===== src/rtl/addsub_pipe_if.sv =====
// rtl/addsub_pipe_if.sv - operand/result handshake bundle for addsub_pipe
// Purpose: groups the issue-side and writeback-side valid/ready buses.
// Ports (signals):
//   in_valid/in_ready  operand handshake; op (0 add, 1 sub), in1, in2, cin
//   out_valid/out_ready result handshake; sum, cout, ovf, zero
// Modports: master = operand producer / result consumer, slave = the adder.
interface addsub_pipe_if #(
  parameter int WIDTH = 32
);
  logic             in_valid;
  logic             in_ready;
  logic             op;
  logic [WIDTH-1:0] in1;
  logic [WIDTH-1:0] in2;
  logic             cin;
  logic             out_valid;
  logic             out_ready;
  logic [WIDTH-1:0] sum;
  logic             cout;
  logic             ovf;
  logic             zero;

  modport master (
    output in_valid, op, in1, in2, cin, out_ready,
    input  in_ready, out_valid, sum, cout, ovf, zero
  );

  modport slave (
    input  in_valid, op, in1, in2, cin, out_ready,
    output in_ready, out_valid, sum, cout, ovf, zero
  );
endinterface


===== src/rtl/addsub_pipe.sv =====
// rtl/addsub_pipe.sv - pipelined WIDTH-bit add/subtract with carry, overflow and zero flags
// Purpose: resolves one C = WIDTH/STAGES bit chunk of the carry chain per stage,
//          so the result of an operation accepted at edge n is on the outputs after
//          edge n+STAGES-1. All stages advance together while the output is free.
// Ports:
//   clk    rising-edge clock
//   reset  asynchronous active-high clear of all state
//   bus    addsub_pipe_if slave: operands in, result and flags out
module addsub_pipe #(
  parameter int WIDTH  = 32,
  parameter int STAGES = 4
) (
  input  logic          clk,
  input  logic          reset,
  addsub_pipe_if.slave  bus
);
  localparam int C = WIDTH / STAGES;
  localparam logic [WIDTH-1:0] CMASK = {WIDTH{1'b1}} >> (WIDTH - C);

  // Per-stage registers. a_q/b_q hold the operand (B already inverted for
  // subtract) so later stages can pick up their chunk; r_q holds the sum chunks
  // resolved so far; c_q is the carry out of the chunk this stage resolved.
  logic             v_q [STAGES];
  logic             c_q [STAGES];
  logic [WIDTH-1:0] a_q [STAGES];
  logic [WIDTH-1:0] b_q [STAGES];
  logic [WIDTH-1:0] r_q [STAGES];
  logic             ovf_q;
  logic             zero_q;

  // Stage inputs (from the bus for stage 0, from stage k-1 otherwise).
  logic             v_in [STAGES];
  logic             ci   [STAGES];
  logic [WIDTH-1:0] a_in [STAGES];
  logic [WIDTH-1:0] b_in [STAGES];
  logic [WIDTH-1:0] r_in [STAGES];
  logic [WIDTH-1:0] r_nx [STAGES];
  logic [C:0]       cs   [STAGES];

  logic adv;
  logic accept;

  // The whole pipe moves unless a finished result is waiting on the consumer.
  assign adv          = !v_q[STAGES-1] || bus.out_ready;
  assign accept       = bus.in_valid && adv;
  assign bus.in_ready = adv;

  // Subtract is A + ~B + ~borrow, so invert B and the carry-in once at entry.
  assign v_in[0] = accept;
  assign a_in[0] = bus.in1;
  assign b_in[0] = bus.op ? ~bus.in2 : bus.in2;
  assign ci[0]   = bus.op ? ~bus.cin : bus.cin;
  assign r_in[0] = '0;

  for (genvar k = 0; k < STAGES; k++) begin : g_stage
    if (k > 0) begin : g_link
      assign v_in[k] = v_q[k-1];
      assign a_in[k] = a_q[k-1];
      assign b_in[k] = b_q[k-1];
      assign ci[k]   = c_q[k-1];
      assign r_in[k] = r_q[k-1];
    end

    assign cs[k]   = {1'b0, a_in[k][k*C +: C]} + {1'b0, b_in[k][k*C +: C]} + {{C{1'b0}}, ci[k]};
    assign r_nx[k] = (r_in[k] & ~(CMASK << (k*C))) | (WIDTH'(cs[k][C-1:0]) << (k*C));

    always_ff @(posedge clk or posedge reset) begin
      if (reset) begin
        v_q[k] <= 1'b0;
        c_q[k] <= 1'b0;
        a_q[k] <= '0;
        b_q[k] <= '0;
        r_q[k] <= '0;
      end else if (adv) begin
        v_q[k] <= v_in[k];
        c_q[k] <= cs[k][C];
        a_q[k] <= a_in[k];
        b_q[k] <= b_in[k];
        r_q[k] <= r_nx[k];
      end
    end
  end

  // Flags need the complete sum, so they are formed as the last chunk lands.
  always_ff @(posedge clk or posedge reset) begin
    if (reset) begin
      ovf_q  <= 1'b0;
      zero_q <= 1'b0;
    end else if (adv) begin
      ovf_q  <= (a_in[STAGES-1][WIDTH-1] == b_in[STAGES-1][WIDTH-1]) &&
                (r_nx[STAGES-1][WIDTH-1] != a_in[STAGES-1][WIDTH-1]);
      zero_q <= (r_nx[STAGES-1] == '0);
    end
  end

  assign bus.out_valid = v_q[STAGES-1];
  assign bus.sum       = r_q[STAGES-1];
  assign bus.cout      = c_q[STAGES-1];
  assign bus.ovf       = ovf_q;
  assign bus.zero      = zero_q;
endmodule


===== src/flat_wrapper.sv =====
// flat-port wrapper written by rule: the top's interface ports become plain ports
module addsub_pipe_flat 
#(
  parameter int WIDTH  = 32,
  parameter int STAGES = 4
)
  (clk, reset, bus_in_valid, bus_op, bus_in1, bus_in2, bus_cin, bus_out_ready, bus_in_ready, bus_out_valid, bus_sum, bus_cout, bus_ovf, bus_zero);
  addsub_pipe_if #(.WIDTH(WIDTH)) bus_i ();
  input  logic clk;
  input  logic reset;
  input wire logic [$bits(bus_i.in_valid)-1:0] bus_in_valid;
  input wire logic [$bits(bus_i.op)-1:0] bus_op;
  input wire logic [$bits(bus_i.in1)-1:0] bus_in1;
  input wire logic [$bits(bus_i.in2)-1:0] bus_in2;
  input wire logic [$bits(bus_i.cin)-1:0] bus_cin;
  input wire logic [$bits(bus_i.out_ready)-1:0] bus_out_ready;
  output wire logic [$bits(bus_i.in_ready)-1:0] bus_in_ready;
  output wire logic [$bits(bus_i.out_valid)-1:0] bus_out_valid;
  output wire logic [$bits(bus_i.sum)-1:0] bus_sum;
  output wire logic [$bits(bus_i.cout)-1:0] bus_cout;
  output wire logic [$bits(bus_i.ovf)-1:0] bus_ovf;
  output wire logic [$bits(bus_i.zero)-1:0] bus_zero;
  assign bus_i.in_valid = bus_in_valid;
  assign bus_i.op = bus_op;
  assign bus_i.in1 = bus_in1;
  assign bus_i.in2 = bus_in2;
  assign bus_i.cin = bus_cin;
  assign bus_i.out_ready = bus_out_ready;
  assign bus_in_ready = bus_i.in_ready;
  assign bus_out_valid = bus_i.out_valid;
  assign bus_sum = bus_i.sum;
  assign bus_cout = bus_i.cout;
  assign bus_ovf = bus_i.ovf;
  assign bus_zero = bus_i.zero;
  addsub_pipe #(.WIDTH(WIDTH), .STAGES(STAGES)) u_core (.clk(clk), .reset(reset), .bus(bus_i));
endmodule

===== config.mk =====
export PLATFORM = sky130hd
export DESIGN_NAME = addsub_pipe_flat
export DESIGN_NICKNAME = d
export VERILOG_FILES = /design/src/rtl/addsub_pipe_if.sv /design/src/rtl/addsub_pipe.sv /design/src/flat_wrapper.sv
export SDC_FILE = /design/constraint.sdc
export NUM_CORES = 1
export LEC_CHECK = 0
export ABC_AREA = 1
export BUFFER_PORTS_ARGS = -buffer_cell sky130_fd_sc_hd__buf_4
export CAP_MARGIN = 15
export CELL_PAD_IN_SITES_DETAIL_PLACEMENT = 1
export CELL_PAD_IN_SITES_GLOBAL_PLACEMENT = 2
export CORE_MARGIN = 3
export CORE_UTILIZATION = 38
export CTS_CLUSTER_DIAMETER = 80
export DETAILED_ROUTE_END_ITERATION = 12
export PLACE_DENSITY = 0.93
export SYNTH_ARGS = -nofsm -noshare
export SYNTH_HDL_FRONTEND = slang
export SYNTH_SLANG_ARGS = --single-unit

===== constraint.sdc =====
create_clock -name clk -period 12.6 [get_ports clk]
set_input_delay 0.63 -clock clk [delete_from_list [all_inputs] [get_ports clk]]
set_output_delay 0.63 -clock clk [all_outputs]
set_load 0.01 [all_outputs]

==> run_results.csv, run 1 <==
group,metric,value,unit
placed_design,pre_cts_ws,9.33,ns
clocking,hold_buffers,0,
setup_path,reg2reg_slack,9.81,ns
setup_path,worstPathCellList,"nand2_4 > inv_6 > buf_4 > o21ai_0",
setup_path,path_delay_family,"buffers and inverters",
clocking,clk_pin_slew,0.08,ns
sta,slew_viol_final,0,
sta,hold_viol,0,
routing,top_layer,"met4",
logic_synthesis,syn_area,8530,sq um
sta,skew,0.0125,ns
placed_design,place_hpwl,12800,um
logic_synthesis,synth_nets,1066,
routing,drt-pass1-iter-count,4,
layout,final_area,10100,sq um
setup_path,crit_path_top_delay_cell,"buf_4",
clocking,cts_resized,0,
layout,antenna_cells,0,
sta,fin_tns_setup,0,ns
sta,setup_violations,0,
clocking,cts_setup_buffers,0,
floorplan,die_y,156,um
power,ir_drop,0.0869,mV
sta,setup_slack,9.81,ns
power,p_per_area,251,nW/um^2
layout,num-fill-cells,2575,
sta,post-route-period-util,22.2,%
floorplan,floorplan.die.width,156,um
routing,wl_per_cell,14.4,um
layout,nNetsFinal,1150,
setup_path,setup.worst_path.start_class,"flip-flop",
clocking,cts_max_level,4,
grt,grt_max_degree,119,
placed_design,placed_area,9460,sq um
floorplan,fp-row-count,54,
run_status,status,"complete, no violations",
routing,vias,6383,
logic_synthesis,ys_warn_count,0,
setup_path,critPathMaxStageDelay,0.83,ns
sta,clock.fmax,358,MHz
layout,layout-drive-gt1-share,13.7,%
routing,wl,19300,um
sta,worstMarginPinSlew,0.922,ns
grt,overflow,0,
routing,wl_met1,9070,um
logic_synthesis,synth-seq-cells,186,
clocking,clock_latency,0.44,ns
routing,drc_errors,0,
placed_design,place.gp.congestion,0.776,
clocking,tritoncts,"yes",
sta,period_minus_slack,2.79,ns
clocking,cts_buffers,17,
worst_hold_path,hp-class,"primary input to async pin",
grt,grt_antenna_before_repair,0,
setup_path,path_buf_inv,2,
grt,grt_pass1_vias,6691,
routing,antenna_left,0,
setup_path,required,12.88,ns
logic_synthesis,syn_inst,960,
power,p_leak,5.08,nW
setup_path,cp.arrival,3.07,ns
setup_path,setup.worst_path.class,"flip-flop to flip-flop",
floorplan,io_pins,107,
grt,grt_first_pass_wirelength,33100,um
routing,dr_wl_met2,9380,um
setup_path,crit_path_max_fanout,116,
placed_design,numPortBuffers,106,
layout,multi_input_area,3380,sq um
floorplan,coreArea,22000,sq um
sta,slew_headroom,38.5,%
clocking,numClockSinks,186,
routing,via_per_inst,4.77,
setup_path,worstSetupEndpointType,"flip-flop",
flow_run,maxCapViolations,0,
logic_synthesis,seq_area_frac_synth,54.6,%
routing,drtIter0Drc,412,
routing,wl_met3,578,um
clocking,clk_root_buffer_cell,"clkbuf_16",
grt,track_usage,16.8,%
logic_synthesis,yosys.cell_types.count,32,
layout,area.growth.synth_to_final,17.9,%
layout,final-seq-area,4650,sq um
floorplan,initial_core_util,38.8,%
sta,grt_setup_unrepaired,"false",
floorplan,die-area,24300,sq um
clocking,cts_buffer_depth,2,
logic_synthesis,avgSynthCellArea,8.88,sq um
## stage by stage
stage | util (%) | total power, mW | cells | hold slack (ns)
2_1_floorplan | - | 1.67 | 960 | 0.420
3_3_place_gp | 43.1 | 1.94 | 1305 | 0.432
3_5_place_dp | 43.1 | 1.99 | 1305 | 0.449
4_1_cts | 45.8 | 2.56 | 1337 | 0.369
5_1_grt | 45.8 | 2.75 | 1337 | 0.373
6_report | 45.8 | 2.52 | 1337 | 0.354
## layer usage
| layer | track usage (%) | up-vias |
|---|---|---|
| li1 | - | 3206 |
| met1 | 22.5 | 3072 |
| met2 | 27.8 | 85 |
| met3 | 3.88 | 20 |
| met4 | 4.04 | 0 |
| met5 | 0 | - |
## logic make-up after synthesis
group	Yosys count	synth area share, %
compound gates	157	9.57
xor+xnor	43	4.42
fa+ha+maj	36	5.99
buf+inv	111	5.82
flops	186	54.6
simple gates	427	19.6
## area by class of cell
| type | count | share of cell area (%) |
|---|---|---|
| clock buffer | 18 | 4.27 |
| clock inverter | 14 | 1.62 |
| inverter | 67 | 2.63 |
| multi-input combinational | 663 | 33.6 |
| sequential | 186 | 46.3 |
| tap | 280 | 3.48 |
| timing repair buffer | 109 | 8.14 |
## sequential cells by signal (all words and copies together), names as in the netlist
name	cells
u_core.bus.out_valid	1
u_core.b_in	48
u_core.r_in	48
u_core.bus.zero	1
u_core.bus.cout	1
u_core.v_in	3
u_core.bus.ovf	1
u_core.c_q	3
u_core.a_in	48
u_core.bus.sum	32
## cell usage in the layout, fill, tap and decap left out, drive strengths merged, types with 13 or more instances in the layout
cell    Yosys  routed
a21oi      27      27
buf        24     109
clkbuf     20      18
dfrtp     186     186
ha         28      28
inv        67      74
nand2     369     369
nand3      14      14
nor2       26      26
o21ai     117     117
xnor2      30      30
xor2       13      13
## report_power, final
part	leakage (nW)	internal, mW	switching, mW	total, mW
Sequential	2.25	0.862	0.154	1.02
Clock	0.282	0.298	0.248	0.546
Combinational	2.54	0.378	0.578	0.956
## worst paths after layout
check / startpoint / to / depth (start not counted)
worst max-delay path: u_core.bus.out_valid / u_core.a_in[50] / 4
worst min-delay path: reset / u_core.bus.sum[31] / 2
worst max register to register: u_core.bus.out_valid / u_core.a_in[50] / 4
worst min register to register: u_core.v_in[0] / u_core.bus.out_valid / 2
max in group asynchronous: reset / u_core.b_in[60] / 3
min in group clk: bus_in_valid / u_core.v_in[2] / 3
## synth_stat cells
cell | instances | area, sq um
nand2_1 | 368 | 1380
dfrtp_1 | 186 | 4650
o21ai_0 | 105 | 526
inv_1 | 66 | 248
xnor2_1 | 30 | 263
ha_1 | 28 | 350
a21oi_1 | 26 | 130
nor2_1 | 26 | 97.6
clkbuf_1 | 18 | 67.6
nand3_1 | 14 | 70.1
xor2_1 | 13 | 114
buf_4 | 12 | 90.1
o21ai_1 | 12 | 60.1
buf_2 | 10 | 50.1
nand4_1 | 10 | 62.6
fa_1 | 8 | 160
a31oi_1 | 4 | 25.0
a21o_1 | 3 | 22.5
o211ai_1 | 3 | 22.5
buf_6 | 2 | 22.5
clkbuf_4 | 2 | 15.0
nand3b_1 | 2 | 15.0
o21a_1 | 2 | 15.0
or2_1 | 2 | 12.5
a21oi_2 | 1 | 8.76
inv_2 | 1 | 3.75
nand2_4 | 1 | 11.3
nand2b_1 | 1 | 6.26
nor3_1 | 1 | 5.00
o22ai_1 | 1 | 6.26
or2_0 | 1 | 6.26
or2_2 | 1 | 6.26
(Power assumes the default switching activity.)
==> inputs of run 2 (changes only) <==
--- a/config.mk
+++ b/config.mk
@@ -5,16 +5,16 @@
 export SDC_FILE = /design/constraint.sdc
 export NUM_CORES = 1
 export LEC_CHECK = 0
-export ABC_AREA = 1
+export ABC_AREA = 0
 export BUFFER_PORTS_ARGS = -buffer_cell sky130_fd_sc_hd__buf_4
 export CAP_MARGIN = 15
 export CELL_PAD_IN_SITES_DETAIL_PLACEMENT = 1
 export CELL_PAD_IN_SITES_GLOBAL_PLACEMENT = 2
 export CORE_MARGIN = 3
-export CORE_UTILIZATION = 38
+export CORE_UTILIZATION = 32
 export CTS_CLUSTER_DIAMETER = 80
 export DETAILED_ROUTE_END_ITERATION = 12
-export PLACE_DENSITY = 0.93
+export PLACE_DENSITY = 0.84
 export SYNTH_ARGS = -nofsm -noshare
 export SYNTH_HDL_FRONTEND = slang
 export SYNTH_SLANG_ARGS = --single-unit
==> constraint.sdc (replaced) <==
create_clock -name clk -period 2.3 [get_ports clk]
set_input_delay 0.115 -clock clk [delete_from_list [all_inputs] [get_ports clk]]
set_output_delay 0.115 -clock clk [all_outputs]
set_load 0.01 [all_outputs]
==> run 2 against run 1 <==
Non-clock buffer count is 65 higher. Sequential share of layout area is 3.3 points lower. Flip-flop and latch count stayed put. Core utilization is 3.4 points lower. Largest cell class unchanged.
==> run_results.csv, run 2 <==
group,metric,value,unit
run_status,status,"complete, no violations",
grt,grt_first_pass_wirelength,34700,um
routing,vias,6423,
layout,final_area,10800,sq um
setup_path,crit_start,"u_core.b_in[24]",
sta,slew_viol_final,0,
placed_design,placed_area,9710,sq um
setup_path,r2r_end,"u_core.bus.sum[30]",
logic_synthesis,yosysMostFrequentCell,"nand2_1",
setup_path,required,2.61,ns
clocking,cts_buffers,17,
sta,post-route-period-util,94.9,%
power,switching_power,5.30,mW
logic_synthesis,avgSynthCellArea,9.11,sq um
logic_synthesis,ys_top_cells_by_area,"dfrtp_1 (55%), nand2_1 (19%), ha_1 (4.1%)",
sta,clock.fmax,458,MHz
logic_synthesis,syn_inst,928,
clocking,clk_root_buffer_cell,"clkbuf_16",
logic_synthesis,seq_area_frac_synth,55.1,%
floorplan,die_y,169,um
placed_design,place_hpwl,14100,um
grt,overflow,0,
routing,drtIter0Drc,254,
logic_synthesis,syn_area,8450,sq um
power,clock_power_share,21.3,%
sta,skew,0.00977,ns
logic_synthesis,synth_flop_cell,"dfrtp_1",
layout,antenna_cells,0,
logic_synthesis,synth_top_area_share,55.1,%
logic_synthesis,muxShareOfSynthArea,0.266,%
logic_synthesis,synth_edf_count,0,
logic_synthesis,synth_compound_area_share,7.76,%
power,p_leak,5.39,nW
floorplan,fp-row-count,58,
sta,hold_viol,0,
power,ir_drop,0.634,mV
power,seq_power_share,39.8,%
sta,period_minus_slack,2.18,ns
layout,num-fill-cells,2955,
floorplan,coreArea,25500,sq um
setup_path,rr_startpoint,"u_core.b_in[24]",
clocking,clk_pin_slew,0.07,ns
logic_synthesis,yosys.area_share.adder,6.04,%
clocking,cts_buffer_depth,2,
logic_synthesis,synth-xor-area-share,4.97,%
worst_hold_path,hp-start,"bus_in2[26]",
setup_path,reg2reg_slack,0.12,ns
flow_run,maxCapViolations,0,
routing,wl_per_cell,14.5,um
grt,grt_pass1_vias,6862,
setup_path,setup.worst_path.start_class,"flip-flop",
power,finalPower,14.2,mW
setup_path,cp.arrival,2.50,ns
layout,finalCoreUtilization,42.3,%
grt,track_usage,15.1,%
logic_synthesis,synth_top_family_by_area,"simple AND/OR/NAND/NOR gates",
logic_synthesis,synth_nets,1034,
layout,final_common_cell,"nand2_1",
layout,nNetsFinal,1183,
placed_design,place.gp.congestion,0.764,
clocking,tritoncts,"yes",
logic_synthesis,yosys.cell_types.count,38,
power,switching_share,37.3,%
logic_synthesis,synth_simple_gate_area_share,22.2,%
power,p_per_area,1310,nW/um^2
routing,drc_errors,0,
routing,antenna_left,0,
layout,layout-drive-gt1-share,15.4,%
setup_path,reg2regPathDepth,9,
logic_synthesis,yosysTopAreaCell,"dfrtp_1",
logic_synthesis,synth-seq-cells,186,
power,comb_power_share,38.8,%
layout,area.growth.synth_to_final,28.0,%
logic_synthesis,async_reset_ff_share,100,%
setup_path,worstSetupEndpointType,"flip-flop",
grt,grt_max_degree,83,
power,p_int,8.90,mW
placed_design,numPortBuffers,106,
sta,setup_violations,0,
sta,worstMarginPinSlew,0.867,ns
floorplan,initial_core_util,33.1,%
routing,via_per_inst,4.52,
sta,grt_setup_unrepaired,"false",
floorplan,die-area,28400,sq um
setup_path,crit_path_max_fanout,3,
floorplan,io_pins,107,
floorplan,floorplan.die.width,169,um
routing,drt-pass1-iter-count,5,
logic_synthesis,synth_commonest_cells,"nand2_1 (419), dfrtp_1 (186), xnor2_1 (34)",
clocking,numClockSinks,186,
routing,wl,20500,um
clocking,clock_latency,0.43,ns
clocking,cts_max_level,4,
worst_hold_path,hold_path_end,"u_core.b_in[90]",
logic_synthesis,ys_warn_count,0,
setup_path,setup.worst_path.class,"flip-flop to flip-flop",
sta,slew_headroom,42.1,%
worst_hold_path,hp-class,"primary input to flip-flop",
grt,grt_antenna_before_repair,0,
layout,most-common-layout-cells,"nand2_1 (419), dfrtp_1 (186), buf_4 (117)",
worst_hold_path,holdPathStages,3,
## run 2: cell types whose count changed in the layout (fill, tap and decap cells not counted), moves of 17 or more
cell           before  now
inv_1              65   22
o21ai_0           105   18
o21ai_1            12   29
nand2_1           368  419
dlygate4sd3_1       0   49
## run 2: worst max path at each step
stage,end,slack (ns),cells past startpoint
floorplan,u_core.a_in[24],-0.21,1
global placement,u_core.c_q[3],0.12,10
detailed placement,u_core.c_q[3],0.05,10
CTS,u_core.r_in[22],0.02,10
global route,u_core.bus.sum[30],0.005,9
finish,u_core.bus.sum[30],0.12,9
## run 2: layout make-up
class	instances	area (sq um)	share of cell area, %
Inverter	24	96.3	0.891
Clock inverter	13	168	1.55
Sequential cell	186	4650	43.0
Tap cell	330	413	3.82
Clock buffer	19	443	4.09
Timing Repair Buffer	174	1530	14.1
Multi-Input combinational cell	674	3510	32.5
## run 2: power by group through the flow
stage	registers [mW]	clock network [mW]	logic, mW
detailed placement	5.73	0	5.47
floorplan	5.57	0	3.67
finish	5.66	3.03	5.51
global route	5.87	3.29	6.37
global placement	5.66	0	5.29
CTS	5.68	3.14	5.61
## run 2: logic make-up (layout without fill, tap and decap cells)
| group | after synthesis | after routing |
|---|---|---|
| compound gates | 108 | 108 |
| xor+xnor | 48 | 48 |
| fa+ha+maj | 36 | 36 |
| buf+inv | 68 | 230 |
| flops | 186 | 186 |
| mux | 2 | 2 |
| simple gates | 480 | 480 |
## run 2: stage by stage
stage	TNS, ns	instances	worst slack, ns	hold slack [ns]
3_3_place_gp	0	1339	0.123	0.314
2_1_floorplan	-38.60	928	-0.208	0.227
6_report	0	1420	0.118	0.0488
5_1_grt	0	1420	0.00490	0.0658
4_1_cts	0	1420	0.0216	0.0383
3_5_place_dp	0	1339	0.0451	0.318
## run 2: critical path, cell delays in order, from the launching register on
cell,delay [ns]
dfrtp_1,0.40
fa_1,0.46
inv_1,0.09
fa_1,0.20
nand2b_1,0.13
a21oi_2,0.07
a21o_1,0.18
a21oi_1,0.17
xnor2_1,0.10
mux2_2,0.27
## run 2: layer usage
| metal | vias to the layer above | track usage, % | part of all wire (%) |
|---|---|---|---|
| li1 | 3252 | - | - |
| met1 | 3075 | 20.6 | 48 |
| met2 | 79 | 25.0 | 48 |
| met3 | 17 | 2.36 | 2.3 |
| met4 | 0 | 4.34 | 1.3 |
| met5 | - | 0 | 0 |
## run 2: repair_timing
item	in CTS	in global routing
resized for setup	0	3
endpoints found under the setup margin	0	7
endpoints found under the hold margin	70	0
setup buffers	0	0
hold buffers	49	0
